File: config.mk
export PLATFORM = sky130hd
export DESIGN_NAME = sdram_init_refresh
export DESIGN_NICKNAME = d
export VERILOG_FILES = /design/src/rtl/sdram_init_refresh.sv
export SDC_FILE = /design/constraint.sdc
export NUM_CORES = 1
export LEC_CHECK = 0
export CORE_UTILIZATION = 60
export CTS_BUF_LIST = sky130_fd_sc_hd__clkbuf_8 sky130_fd_sc_hd__clkbuf_16
export DETAILED_ROUTE_END_ITERATION = 8
export GPL_TIMING_DRIVEN = 0
export PLACE_DENSITY = 0.8
export SYNTH_ARGS = -nofsm -noshare
export SYNTH_HDL_FRONTEND = slang
export SYNTH_SLANG_ARGS = --single-unit
File: constraint.sdc
create_clock -name CLK -period 6 [get_ports CLK]
set_input_delay 1.2 -clock CLK [delete_from_list [all_inputs] [get_ports CLK]]
set_output_delay 1.2 -clock CLK [all_outputs]
set_load 0.05 [all_outputs]
File: src/rtl/sdram_init_refresh.sv
// SDRAM power-up init sequencer and periodic refresh scheduler.
// Define REFRESH_QUEUE_EN to allow up to 7 owed refreshes instead of 1.
module sdram_init_refresh #(
    parameter int          INIT_WAIT        = 2500,
    parameter int          INIT_REFRESHES   = 2,
    parameter int          REFRESH_INTERVAL = 195,
    parameter int          TRP              = 1,
    parameter int          TRFC             = 2,
    parameter int          TMRD             = 2,
    parameter logic [12:0] MODE_REG         = 13'h020
) (
    input  logic        CLK,
    input  logic        RST_n,
    input  logic        idle,
    output logic        init_done,
    output logic        ref_req,
    output logic        owns_bus,
    output logic        ref_overflow,
    output logic        CKE,
    output logic [1:0]  CS_n,
    output logic        RAS_n,
    output logic        CAS_n,
    output logic        WE_n,
    output logic [1:0]  BA,
    output logic [12:0] MA
);

`ifdef REFRESH_QUEUE_EN
    localparam int PW = 3;
`else
    localparam int PW = 1;
`endif
    localparam int CW = 16;
    localparam int TW = $clog2(REFRESH_INTERVAL + 1);
    localparam int RW = $clog2(INIT_REFRESHES + 1);

    localparam logic [PW-1:0] P_MAX = '1;
    localparam logic [2:0] C_NOP = 3'b111;
    localparam logic [2:0] C_PRE = 3'b010;
    localparam logic [2:0] C_REF = 3'b001;
    localparam logic [2:0] C_LMR = 3'b000;

    typedef enum logic [3:0] {
        S_INIT_WAIT,
        S_PRECHARGE,
        S_WAIT_TRP,
        S_INIT_REF,
        S_WAIT_TRFC,
        S_LOAD_MODE,
        S_WAIT_TMRD,
        S_IDLE,
        S_REFRESH,
        S_WAIT_RFC
    } state_t;

    state_t        state;
    logic [CW-1:0] cnt;
    logic [RW-1:0] rcnt;
    logic [TW-1:0] tcnt;
    logic [PW-1:0] pending;
    logic [PW-1:0] pending_nxt;
    logic          ovf_set;
    logic          tick;
    logic          ref_go;

    assign tick   = init_done && (tcnt == '0);
    assign ref_go = (state == S_IDLE) && idle && (pending != '0);

    // A tick and a refresh entry on the same edge cancel out.
    always_comb begin
        pending_nxt = pending;
        ovf_set     = 1'b0;
        if (tick && !ref_go) begin
            if (pending == P_MAX)
                ovf_set = 1'b1;
            else
                pending_nxt = pending + 1'b1;
        end else if (!tick && ref_go) begin
            pending_nxt = pending - 1'b1;
        end
    end

    always_ff @(posedge CLK or negedge RST_n) begin
        if (!RST_n) begin
            tcnt         <= TW'(REFRESH_INTERVAL - 1);
            pending      <= '0;
            ref_req      <= 1'b0;
            ref_overflow <= 1'b0;
        end else begin
            if (init_done) begin
                if (tcnt == '0)
                    tcnt <= TW'(REFRESH_INTERVAL - 1);
                else
                    tcnt <= tcnt - 1'b1;
            end
            pending      <= pending_nxt;
            ref_req      <= (pending_nxt != '0);
            ref_overflow <= ref_overflow | ovf_set;
        end
    end

    always_ff @(posedge CLK or negedge RST_n) begin
        if (!RST_n) begin
            state               <= S_INIT_WAIT;
            cnt                 <= '0;
            rcnt                <= '0;
            CKE                 <= 1'b0;
            CS_n                <= 2'b11;
            {RAS_n, CAS_n, WE_n} <= C_NOP;
            BA                  <= 2'b00;
            MA                  <= '0;
            owns_bus            <= 1'b1;
            init_done           <= 1'b0;
        end else begin
            CKE                 <= 1'b1;
            CS_n                <= 2'b00;
            {RAS_n, CAS_n, WE_n} <= C_NOP;
            BA                  <= 2'b00;
            MA                  <= '0;
            unique case (state)
                S_INIT_WAIT: begin
                    if (cnt == CW'(INIT_WAIT)) begin
                        state                <= S_PRECHARGE;
                        {RAS_n, CAS_n, WE_n} <= C_PRE;
                        MA[10]               <= 1'b1;
                    end else begin
                        cnt <= cnt + 1'b1;
                    end
                end
                S_PRECHARGE: begin
                    state <= S_WAIT_TRP;
                    cnt   <= CW'(TRP - 1);
                end
                S_WAIT_TRP: begin
                    if (cnt == '0) begin
                        state                <= S_INIT_REF;
                        rcnt                 <= RW'(1);
                        {RAS_n, CAS_n, WE_n} <= C_REF;
                    end else begin
                        cnt <= cnt - 1'b1;
                    end
                end
                S_INIT_REF: begin
                    state <= S_WAIT_TRFC;
                    cnt   <= CW'(TRFC - 1);
                end
                S_WAIT_TRFC: begin
                    if (cnt != '0) begin
                        cnt <= cnt - 1'b1;
                    end else if (rcnt == RW'(INIT_REFRESHES)) begin
                        state                <= S_LOAD_MODE;
                        {RAS_n, CAS_n, WE_n} <= C_LMR;
                        MA                   <= MODE_REG;
                    end else begin
                        state                <= S_INIT_REF;
                        rcnt                 <= rcnt + 1'b1;
                        {RAS_n, CAS_n, WE_n} <= C_REF;
                    end
                end
                S_LOAD_MODE: begin
                    state <= S_WAIT_TMRD;
                    cnt   <= CW'(TMRD - 1);
                end
                S_WAIT_TMRD: begin
                    if (cnt == '0) begin
                        state     <= S_IDLE;
                        CS_n      <= 2'b11;
                        owns_bus  <= 1'b0;
                        init_done <= 1'b1;
                    end else begin
                        cnt <= cnt - 1'b1;
                    end
                end
                S_IDLE: begin
                    if (ref_go) begin
                        state                <= S_REFRESH;
                        {RAS_n, CAS_n, WE_n} <= C_REF;
                        owns_bus             <= 1'b1;
                    end else begin
                        CS_n <= 2'b11;
                    end
                end
                S_REFRESH: begin
                    state <= S_WAIT_RFC;
                    cnt   <= CW'(TRFC - 1);
                end
                S_WAIT_RFC: begin
                    if (cnt == '0) begin
                        state    <= S_IDLE;
                        CS_n     <= 2'b11;
                        owns_bus <= 1'b0;
                    end else begin
                        cnt <= cnt - 1'b1;
                    end
                end
                default: begin
                    state <= S_INIT_WAIT;
                    cnt   <= '0;
                end
            endcase
        end
    end

endmodule

==> flow_metrics.py <==
metrics = {
    "outcome": {
        "status": "complete, no violations",
    },
    "sta": {
        "fin_skew_ns": 0.00787,
        "hold_viol_final": 0,
        "max_slew_margin": 0.407,
        "setup_viol": 0,
        "finalCriticalPeriod_ns": 4.05,
        "clock.fmax_mhz": 247,
        "drv_slew": 0,
        "fin_setup_tns_ns": 0,
        "tightestPinTransition_ns": 0.889,
        "rsz0062_at_grt": "false",
        "post-route-period-util": 0.674,
    },
    "global_routing": {
        "grt_overflow_total": 0,
        "grt_pass1_wl_mm": 11.3,
        "grt_max_degree": 42,
        "grt.total_usage": 0.277,
        "grt_pass1_vias": 2485,
        "grt_antenna_before_repair": 0,
    },
    "cts": {
        "cts_sinks": 41,
        "post_cts_buffers": 0,
        "cts.clk_slew.worst_paths_ns": 0.08,
        "hold_buffers": 0,
        "clock_latency_ns": 0.30,
        "cts_resized": 0,
        "cts_root_buf": "clkbuf_8",
        "numCtsBuffers": 5,
        "h-tree-depth": 2,
        "cts_buffer_depth": 2,
        "cts_tree": "built",
    },
    "floorplanning": {
        "start_util": 0.630,
        "fp.coreArea_um2": 4790,
        "die_w_um": 72.9,
        "ioPinCount": 28,
        "placementRows": 25,
        "die_height_um": 72.9,
        "fp.dieArea_um2": 5310,
    },
    "power": {
        "ir_drop_mv": 0.0819,
        "power_per_cell_area_nw_per_um2": 157,
        "cellLeakagePower_nw": 1.62,
        "finalPower_w": 0.000531,
    },
    "run": {
        "cap_violations": 0,
    },
    "final_layout": {
        "post-route-util": 0.707,
        "drive_gt1_frac": 0.151,
        "finalNetCount": 394,
        "mostFrequentLayoutCells": "dfrtp_1, o21ai_0, nor2_1",
        "num_antenna_cells": 0,
        "area_growth_pct": 12.3,
        "design_area_um2": 3380,
        "fin_cells": 438,
        "fillers": 381,
    },
    "hold_path": {
        "holdPathEnd": "ref_overflow",
        "worstHoldStart": "ref_overflow",
        "worstHoldPathType": "reg2reg",
        "holdPathStages": 1,
    },
    "worst_setup_path": {
        "critPathBufInv": 2,
        "cp_top_family": "compound AO/OA/AOI/OAI gates",
        "r2r_end": "cnt[12]",
        "startpoint_type": "flop",
        "cp.arrival_ns": 4.22,
        "crit_top_cell": "a21oi_1",
        "worstPathCellList": "buf_2, nor3_1, a21oi_1, inv_1, ha_1, a21o_1, a21oi_1, o21ai_0, a31o_2, a311oi_1, o2bb2ai_1",
        "rr_startpoint": "state[2]",
        "setup.worst_path.class": "reg2reg",
        "crit_slowest_cell": "inv_1",
        "required_ns": 6.18,
        "critPathMaxStageDelay_ns": 0.58,
        "rrSetupSlack_ns": 1.95,
        "crit_fanout": 19,
        "rr_worst_depth": 11,
        "crit_path_end_kind": "flop",
    },
    "yosys": {
        "synth_area_leaders": "dfrtp_1, ha_1, dfstp_2",
        "synth_top_family_by_area": "compound AO/OA/AOI/OAI gates",
        "yosys.area_share.simple": 0.179,
        "synthArstFlopShare": 1.00,
        "postSynthCellCount": 337,
        "synth_edf_count": 0,
        "synth.largest_area_cell": "dfrtp_1",
        "yosys-mux-area-fraction": 0.0133,
        "avgSynthCellArea_um2": 8.94,
        "syn-cell-area_um2": 3010,
        "synth_cell_types": 63,
        "yosysTopAreaCellShare": 0.274,
        "yosysSeqAreaShare": 0.344,
        "yosys.area_share.xor_xnor": 0.0320,
        "ys_warn_count": 0,
        "ys_seq_elements": 41,
        "synth_ff_type": "dfrtp_1",
        "synth_fa_ha_area_frac": 0.0930,
        "synth-compound-area-share": 0.262,
    },
    "routing": {
        "vias_per_cell": 6.08,
        "vias": 2664,
        "ant_nets": 0,
        "drc": 0,
        "drtIter0Drc": 249,
        "wl_mm": 6.73,
        "routedWlPerCell_um": 15.4,
        "drt_pass1_iterations": 4,
    },
    "placement": {
        "hpwl_mm": 5.02,
        "gp_congestion": 0.957,
        "placed_area_um2": 3280,
        "placed_cells": 430,
        "port_buffers": 14,
    },
}
-- per-stage QoR --
stage          setup slack, ns  hold WS [ns]
6_report                  1.95         0.474
5_1_grt                   1.76         0.507
4_1_cts                   2.04         0.479
3_5_place_dp              2.07         0.460
3_3_place_gp              2.07         0.438
2_1_floorplan             2.84         0.466
-- power by group --
group / internal, W / switching (W) / total (W)
Sequential: 0.000277 / 0.0000000645 / 0.000277
Combinational: 0.00000718 / 0.0000253 / 0.0000324
Clock: 0.000122 / 0.0000999 / 0.000222
Total: 0.000406 / 0.000125 / 0.000531
-- state kept, by name (all words and copies together), names as in the netlist --
signal        count
CKE               1
RAS_n             1
MA                2
ref_overflow      1
pending           1
state             4
rcnt              2
init_done         1
CS_n              1
owns_bus          1
tcnt              8
cnt              16
CAS_n             1
WE_n              1
-- synthesized netlist by cell type, types with 8 or more instances --
cell type   n
a21oi_1    21
dfrtp_1    33
dfstp_2     8
o21ai_0    33
nor3_1     14
a21o_1      8
nand2_1    19
buf_4      16
inv_1      11
nor2_1     24
ha_1       20
o31ai_1    10
nand3_1     8
-- kinds of logic (layout without fill, tap and decap cells) --
| logic type | count (synthesis) | in the layout |
|---|---|---|
| mux | 4 | 4 |
| compound gates | 117 | 117 |
| simple gates | 101 | 101 |
| xor+xnor | 11 | 11 |
| flops | 41 | 41 |
| other cells | 2 | 14 |
| fa+ha+maj | 22 | 22 |
| buf+inv | 39 | 61 |
-- metal layers --
metal	wire length, um	track usage
met1	2910	0.355
met2	3380	0.465
met3	291	0.0387
met4	148	0.124
met5	0	0
-- worst max path at each step --
stage | from | endpoint | slack (ns) | cells after the start
after floorplan | state[2] | cnt[15] | 2.84 | 12
after global placement | state[2] | cnt[12] | 2.07 | 11
after detailed placement | state[2] | cnt[12] | 2.07 | 11
after CTS | state[2] | cnt[12] | 2.04 | 11
after global routing | state[2] | cnt[12] | 1.76 | 11
final | state[2] | cnt[12] | 1.95 | 11
-- layout make-up --
type / instances / area [um2] / area share
Multi-Input combinational cell: 269 / 1800 / 0.530
Sequential cell: 41 / 1040 / 0.306
Buffer: 25 / 174 / 0.0514
Timing Repair Buffer: 14 / 135 / 0.0399
Tap cell: 67 / 83.8 / 0.0248
Clock buffer: 5 / 68.8 / 0.0203
Inverter: 14 / 52.6 / 0.0155
Clock inverter: 3 / 38.8 / 0.0115
No activity file was read; power rests on OpenSTA's default activity.
==> patch 1 (same settings) <==
Add an input register stage for `idle`, without a reset; this delays it by one clock.
--- a/src/rtl/sdram_init_refresh.sv
+++ b/src/rtl/sdram_init_refresh.sv
@@ -53,6 +53,12 @@
         S_WAIT_RFC
     } state_t;
 
+    logic idle_q;
+
+    always_ff @(posedge CLK) begin
+        idle_q <= idle;
+    end
+
     state_t        state;
     logic [CW-1:0] cnt;
     logic [RW-1:0] rcnt;
@@ -64,7 +70,7 @@
     logic          ref_go;
 
     assign tick   = init_done && (tcnt == '0);
-    assign ref_go = (state == S_IDLE) && idle && (pending != '0);
+    assign ref_go = (state == S_IDLE) && idle_q && (pending != '0);
 
     // A tick and a refresh entry on the same edge cancel out.
     always_comb begin
Behaviour: same outputs for any inputs over 10 cycles, from zero or initial values and one cycle with RST_n low; that may be too few to reach the edited logic, so the function may still have changed.
==> patch 1 against the original RTL <==
The flow now finishes with violations (DRC). Setup slack worse by 100 ps. Largest power group unchanged. Wire length down 18%. Design area down 5.9%. Hold slack worse by 16 ps. Critical endpoint is now cnt[15]. Critical path depth up 1. Area after synthesis down 6.0%. Power up 0.29%. Global-route usage down 4.0 points. Sequential cell count up 1.
==> patch 1: results (changes against the original RTL) <==
Outcome
  – Result of the run: finished, violations left
  – Failing checks: DRC

Yosys
  – Leading post-synthesis cells by cell area: sky130_fd_sc_hd__dfrtp_1 (29%), sky130_fd_sc_hd__ha_1 (8.8%), sky130_fd_sc_hd__dfstp_2 (7.4%)
  – Most common library cells after synthesis: sky130_fd_sc_hd__dfrtp_1 (33), sky130_fd_sc_hd__a21oi_1 (25), sky130_fd_sc_hd__nand2_1 (21)
  – Proportion of synthesized chip area in sequential cells: 0.3728 (+0.02894)
  – Cell count after synthesis: 299 (-11%)
  – Async SR Flop Fraction: 0.9762 (-0.02381)

Critical path
  – Depth of the most critical reg-to-reg path: 12 (+1)
  – R2R setup slack: 1850 ps (-100 ps)
  – Critical-path cell with the highest stage delay: sky130_fd_sc_hd__nand2_1
  – Data arrival, critical path: 4340 ps (+120 ps)
  – Last element of the critical path: cnt[15]
  – Reg-to-Reg Start: state[0]
  – Largest stage delay on the critical path: 600 ps (+20 ps)

Routing
  – Number of remaining DRC errors: 7 (+7)
  – DR vias: 2253 (-15%)
  – Router iterations before antenna repair: 6 (+2)
  – Initial drt markers: 187 (-25%)

Finish
  – Final layout net count: 356 (-9.6%)
  – Final std cells w/o fill: 385 (-12%)

Global routing
  – Global router's overall resource usage: 0.2364 (-0.04021)
  – Wire length of the first global-routing pass: 9480 um (-16%)
  – Via count of the first global-routing pass: 2080 (-16%)

Placed design
  – Estimated wirelength of the detail-placed design: 4100 um (-18%)
  – Worst setup slack after placement: 1823 ps (-249.4 ps)
  – Weighted congestion at the end of routability-driven global placement: 0.8940 (-6.6%)
  – Post-detailed-placement cell area: 0.003078 sq mm (-6.1%)
  – Number of instances in the placed design: 377 (-12%)

Pwr
  – Lkg Pwr: 1.503 nW (-7.3%)
  – Switching pwr: 120.5 uW (-3.8%)
  – Maximum ir drop on the vdd rail: 87.43 uV (+6.8%)

STA
  – Max transition margin: 0.4155 (+0.008291)
  – Final setup skew: 6.955 ps (-0.9188 ps)
  – Worst Hold Margin: 457.4 ps (-16.32 ps)
  – Period minus WS final: 4150 ps (+104.5 ps)
[patch 1: cell count changes after synthesis, moves of 4 or more]
cell	before	now
sky130_fd_sc_hd__a22o_2	5	0
sky130_fd_sc_hd__inv_1	11	7
sky130_fd_sc_hd__nor2_1	24	20
sky130_fd_sc_hd__nand2b_1	3	7
sky130_fd_sc_hd__o21ai_0	33	13
sky130_fd_sc_hd__a22o_1	0	14
sky130_fd_sc_hd__o21ai_1	0	6
sky130_fd_sc_hd__nor3_1	14	6
sky130_fd_sc_hd__o31ai_1	10	4
sky130_fd_sc_hd__xnor2_1	6	13
sky130_fd_sc_hd__a21oi_1	21	25
[patch 1: per-layer routing]
| layer | routed length [um] | track usage |
|---|---|---|
| met3 | 202 | 0.03989 |
| met4 | 74 | 0.07333 |
| met1 | 2533 | 0.3052 |
| met2 | 2711 | 0.4081 |
| met5 | 0 | 0 |
[patch 1: area by class of cell]
type	instances	area, sq um
tap	52	65.06
fill	362	1260
multi-input combinational	237	1615
timing repair buffer	14	135.1
clock inverter	3	37.54
sequential	42	1056
inverter	7	26.28
buffer	25	180.2
clock buffer	5	68.82
[patch 1: power by group through the flow]
stage / clock, mW / combinational (mW) / sequential, mW
floorplan: 0 / 0.0243 / 0.291
global placement: 0 / 0.0328 / 0.289
detailed placement: 0 / 0.0325 / 0.289
CTS: 0.218 / 0.0325 / 0.284
global route: 0.228 / 0.0344 / 0.284
finish: 0.216 / 0.0324 / 0.284
[patch 1: cells by family after synthesis]
kind of cell	share of synthesized area
mux	0.01104
fa+ha+maj	0.09541
buf+inv	0.07288
compound gates	0.2288
flops	0.3728
xor+xnor	0.04947
other cells	0.002651
simple gates	0.1670
==> patch 2 (config.mk and constraints unchanged) <==
Without the edit above. Build with the macro `REFRESH_QUEUE_EN` defined.
--- a/src/rtl/sdram_init_refresh.sv
+++ b/src/rtl/sdram_init_refresh.sv
@@ -1,5 +1,7 @@
 // SDRAM power-up init sequencer and periodic refresh scheduler.
 // Define REFRESH_QUEUE_EN to allow up to 7 owed refreshes instead of 1.
+`define REFRESH_QUEUE_EN
+
 module sdram_init_refresh #(
     parameter int          INIT_WAIT        = 2500,
     parameter int          INIT_REFRESHES   = 2,
Behaviour: same outputs for any inputs over 10 cycles, from zero or initial values and one cycle with RST_n low; that may be too few to reach the edited logic, so the function may still have changed.
==> patch 2 against the original RTL <==
Wire length decreased by 9.8%. Clock power decreased by 2%. Sequential share of layout area increased by 1.7 points. Power increased by 3.3%. Setup slack improved by 280 ps. Maximum frequency increased by 7.4%. Design area increased by 1.5%. Critical path depth decreased by 1. Non-clock buffer count decreased by 1. Area after synthesis increased by 1.0%. Cell count decreased by 1.4%. Sequential cell count increased by 3. Hold slack improved by 9.4 ps. Critical path type unchanged. Critical endpoint is now cnt[13]. Largest cell class unchanged. Largest power group unchanged.
==> patch 2: results (changes against the original RTL) <==
Outcome
  – Result of the run: finished, final reports clean

Critical path
  – Largest driver fanout on the critical path: 24 (+5)
  – Worst path top cell family by delay: compound AO/OA/AOI/OAI gates
  – Critical-path cell with the highest stage delay: sky130_fd_sc_hd__a21o_1
  – Data arrival, critical path: 3950 ps (-270 ps)
  – Largest stage delay on the critical path: 680 ps (+100 ps)

Yosys
  – Count of warnings emitted by yosys: 0 (unchanged)
  – Async SR Flop Fraction: 1.000 (unchanged)
  – Average instance area after synthesis: 9.221 sq um (+3.1%)
  – Most common library cells after synthesis: sky130_fd_sc_hd__dfrtp_1 (36), sky130_fd_sc_hd__o21ai_0 (25), sky130_fd_sc_hd__ha_1 (24)
  – Number of distinct library cell variants in the gate-level netlist after synthesis: 58 (-7.9%)
  – Most used flip-flop cell after synthesis: sky130_fd_sc_hd__dfrtp_1
  – Leading post-synthesis cells by cell area: sky130_fd_sc_hd__dfrtp_1 (30%), sky130_fd_sc_hd__ha_1 (9.9%), sky130_fd_sc_hd__dfstp_2 (6.9%)
  – Proportion of synthesized chip area in sequential cells: 0.3651 (+0.02128)

Routing
  – Router iterations before antenna repair: 4 (unchanged)
  – Drt via density: 5.819 (-4.3%)
  – Initial drt markers: 246 (-1.2%)
  – WL per Instance: 14.05 um (-8.6%)

Global routing
  – Largest net degree at the start of global routing: 32 (-24%)
  – Global router's overall resource usage: 0.2540 (-0.02268)
  – Via count of the first global-routing pass: 2387 (-3.9%)
  – Number of antenna violations at the first check in global routing: 0 (unchanged)
  – Wire length of the first global-routing pass: 10630 um (-6.2%)

Placed design
  – Number of instances in the placed design: 424 (-1.4%)
  – Weighted congestion at the end of routability-driven global placement: 0.8796 (-8.1%)
  – Estimated wirelength of the detail-placed design: 4627 um (-7.9%)
  – # port buffers: 14 (unchanged)
  – Post-detailed-placement cell area: 0.003327 sq mm (+1.5%)
  – Worst setup slack after placement: 2266 ps (+194.6 ps)

Min path
  – Hold WC Path Type: reg -> reg

Pwr
  – Maximum ir drop on the vdd rail: 92.18 uV (+13%)
  – Lkg Pwr: 1.672 nW (+3.1%)

STA
  – Setup total negative slack: 0 ps (unchanged)
  – Transition time at the pin with the least slew margin: 842.2 ps (-46.99 ps)
  – Final setup skew: 6.959 ps (-0.9154 ps)

Finish
  – Final antenna diode count: 0 (unchanged)
  – Layout Utilization: 0.7176 (+0.01046)
  – Final std cells w/o fill: 432 (-1.4%)
  – Largest registers: cnt x16, tcnt x8, state x4
  – Final layout net count: 392 (-0.51%)
  – Layout cells sized above 1: 0.1096 (-0.04135)

CTS
  – Worst-Skew Late Latency: 290 ps
  – Quantity of gates resized following cts: 0 (unchanged)
  – Buffers inserted during post-CTS setup optimization: 0 (unchanged)
  – Number of H-tree levels: 2 (unchanged)
  – CTS Buf Count: 5 (unchanged)
  – CTS Root Cell: sky130_fd_sc_hd__clkbuf_8
  – Clock buffer depth: 2 (unchanged)
  – Clock edge transition at the registers on the reported setup and hold paths: 80 ps (about the same)
patch 2: report_power, final:
group	total [mW]	switching (mW)	internal, mW	leakage, nW
sequential	0.297	0.0000645	0.297	0.564
clock	0.217	0.0954	0.122	0.0593
combinational	0.0346	0.0261	0.00851	1.05
total	0.549	0.122	0.427	1.67
patch 2: final cells by class:
type                       count  area (sq um)
inverter                      12         45.04
clock inverter                 3         38.79
clock buffer                   5         68.82
multi-input combinational    263          1793
buffer                        23         138.9
sequential                    44          1111
tap                           67         83.83
timing repair buffer          15         155.1
fill                         381          1351
patch 2: logic make-up (layout without fill, tap and decap cells):
logic type      count (synthesis)  after routing  share of synthesized area
flops                          44             44                     0.3651
buf+inv                        35             58                    0.06044
simple gates                  106            106                     0.1916
fa+ha+maj                      25             25                     0.1053
mux                             3              3                    0.01028
xor+xnor                       13             13                    0.03742
compound gates                102            102                     0.2274
other cells                     2             14                   0.002468
patch 2: final timing paths:
| check | startpoint | endpoint | slack [ps] | cells after the start |
|---|---|---|---|---|
| worst max-delay path | state[1] | cnt[13] | 2240 | 10 |
| worst min-delay path | ref_overflow | ref_overflow | 480 | 1 |
| worst max register to register | state[1] | cnt[13] | 2240 | 10 |
| worst min register to register | ref_overflow | ref_overflow | 480 | 1 |
| max in group asynchronous | RST_n | owns_bus | 4670 | 2 |
| min in group asynchronous | RST_n | cnt[9] | 800 | 1 |
patch 2: metal layers:
metal / global-route usage / vias to the layer above / part of all wire
li1: - / 1269 / -
met1: 0.3371 / 1171 / 0.47
met2: 0.4311 / 69 / 0.48
met3: 0.04144 / 5 / 0.040
met4: 0.06318 / 0 / 0.0089
met5: 0 / - / 0
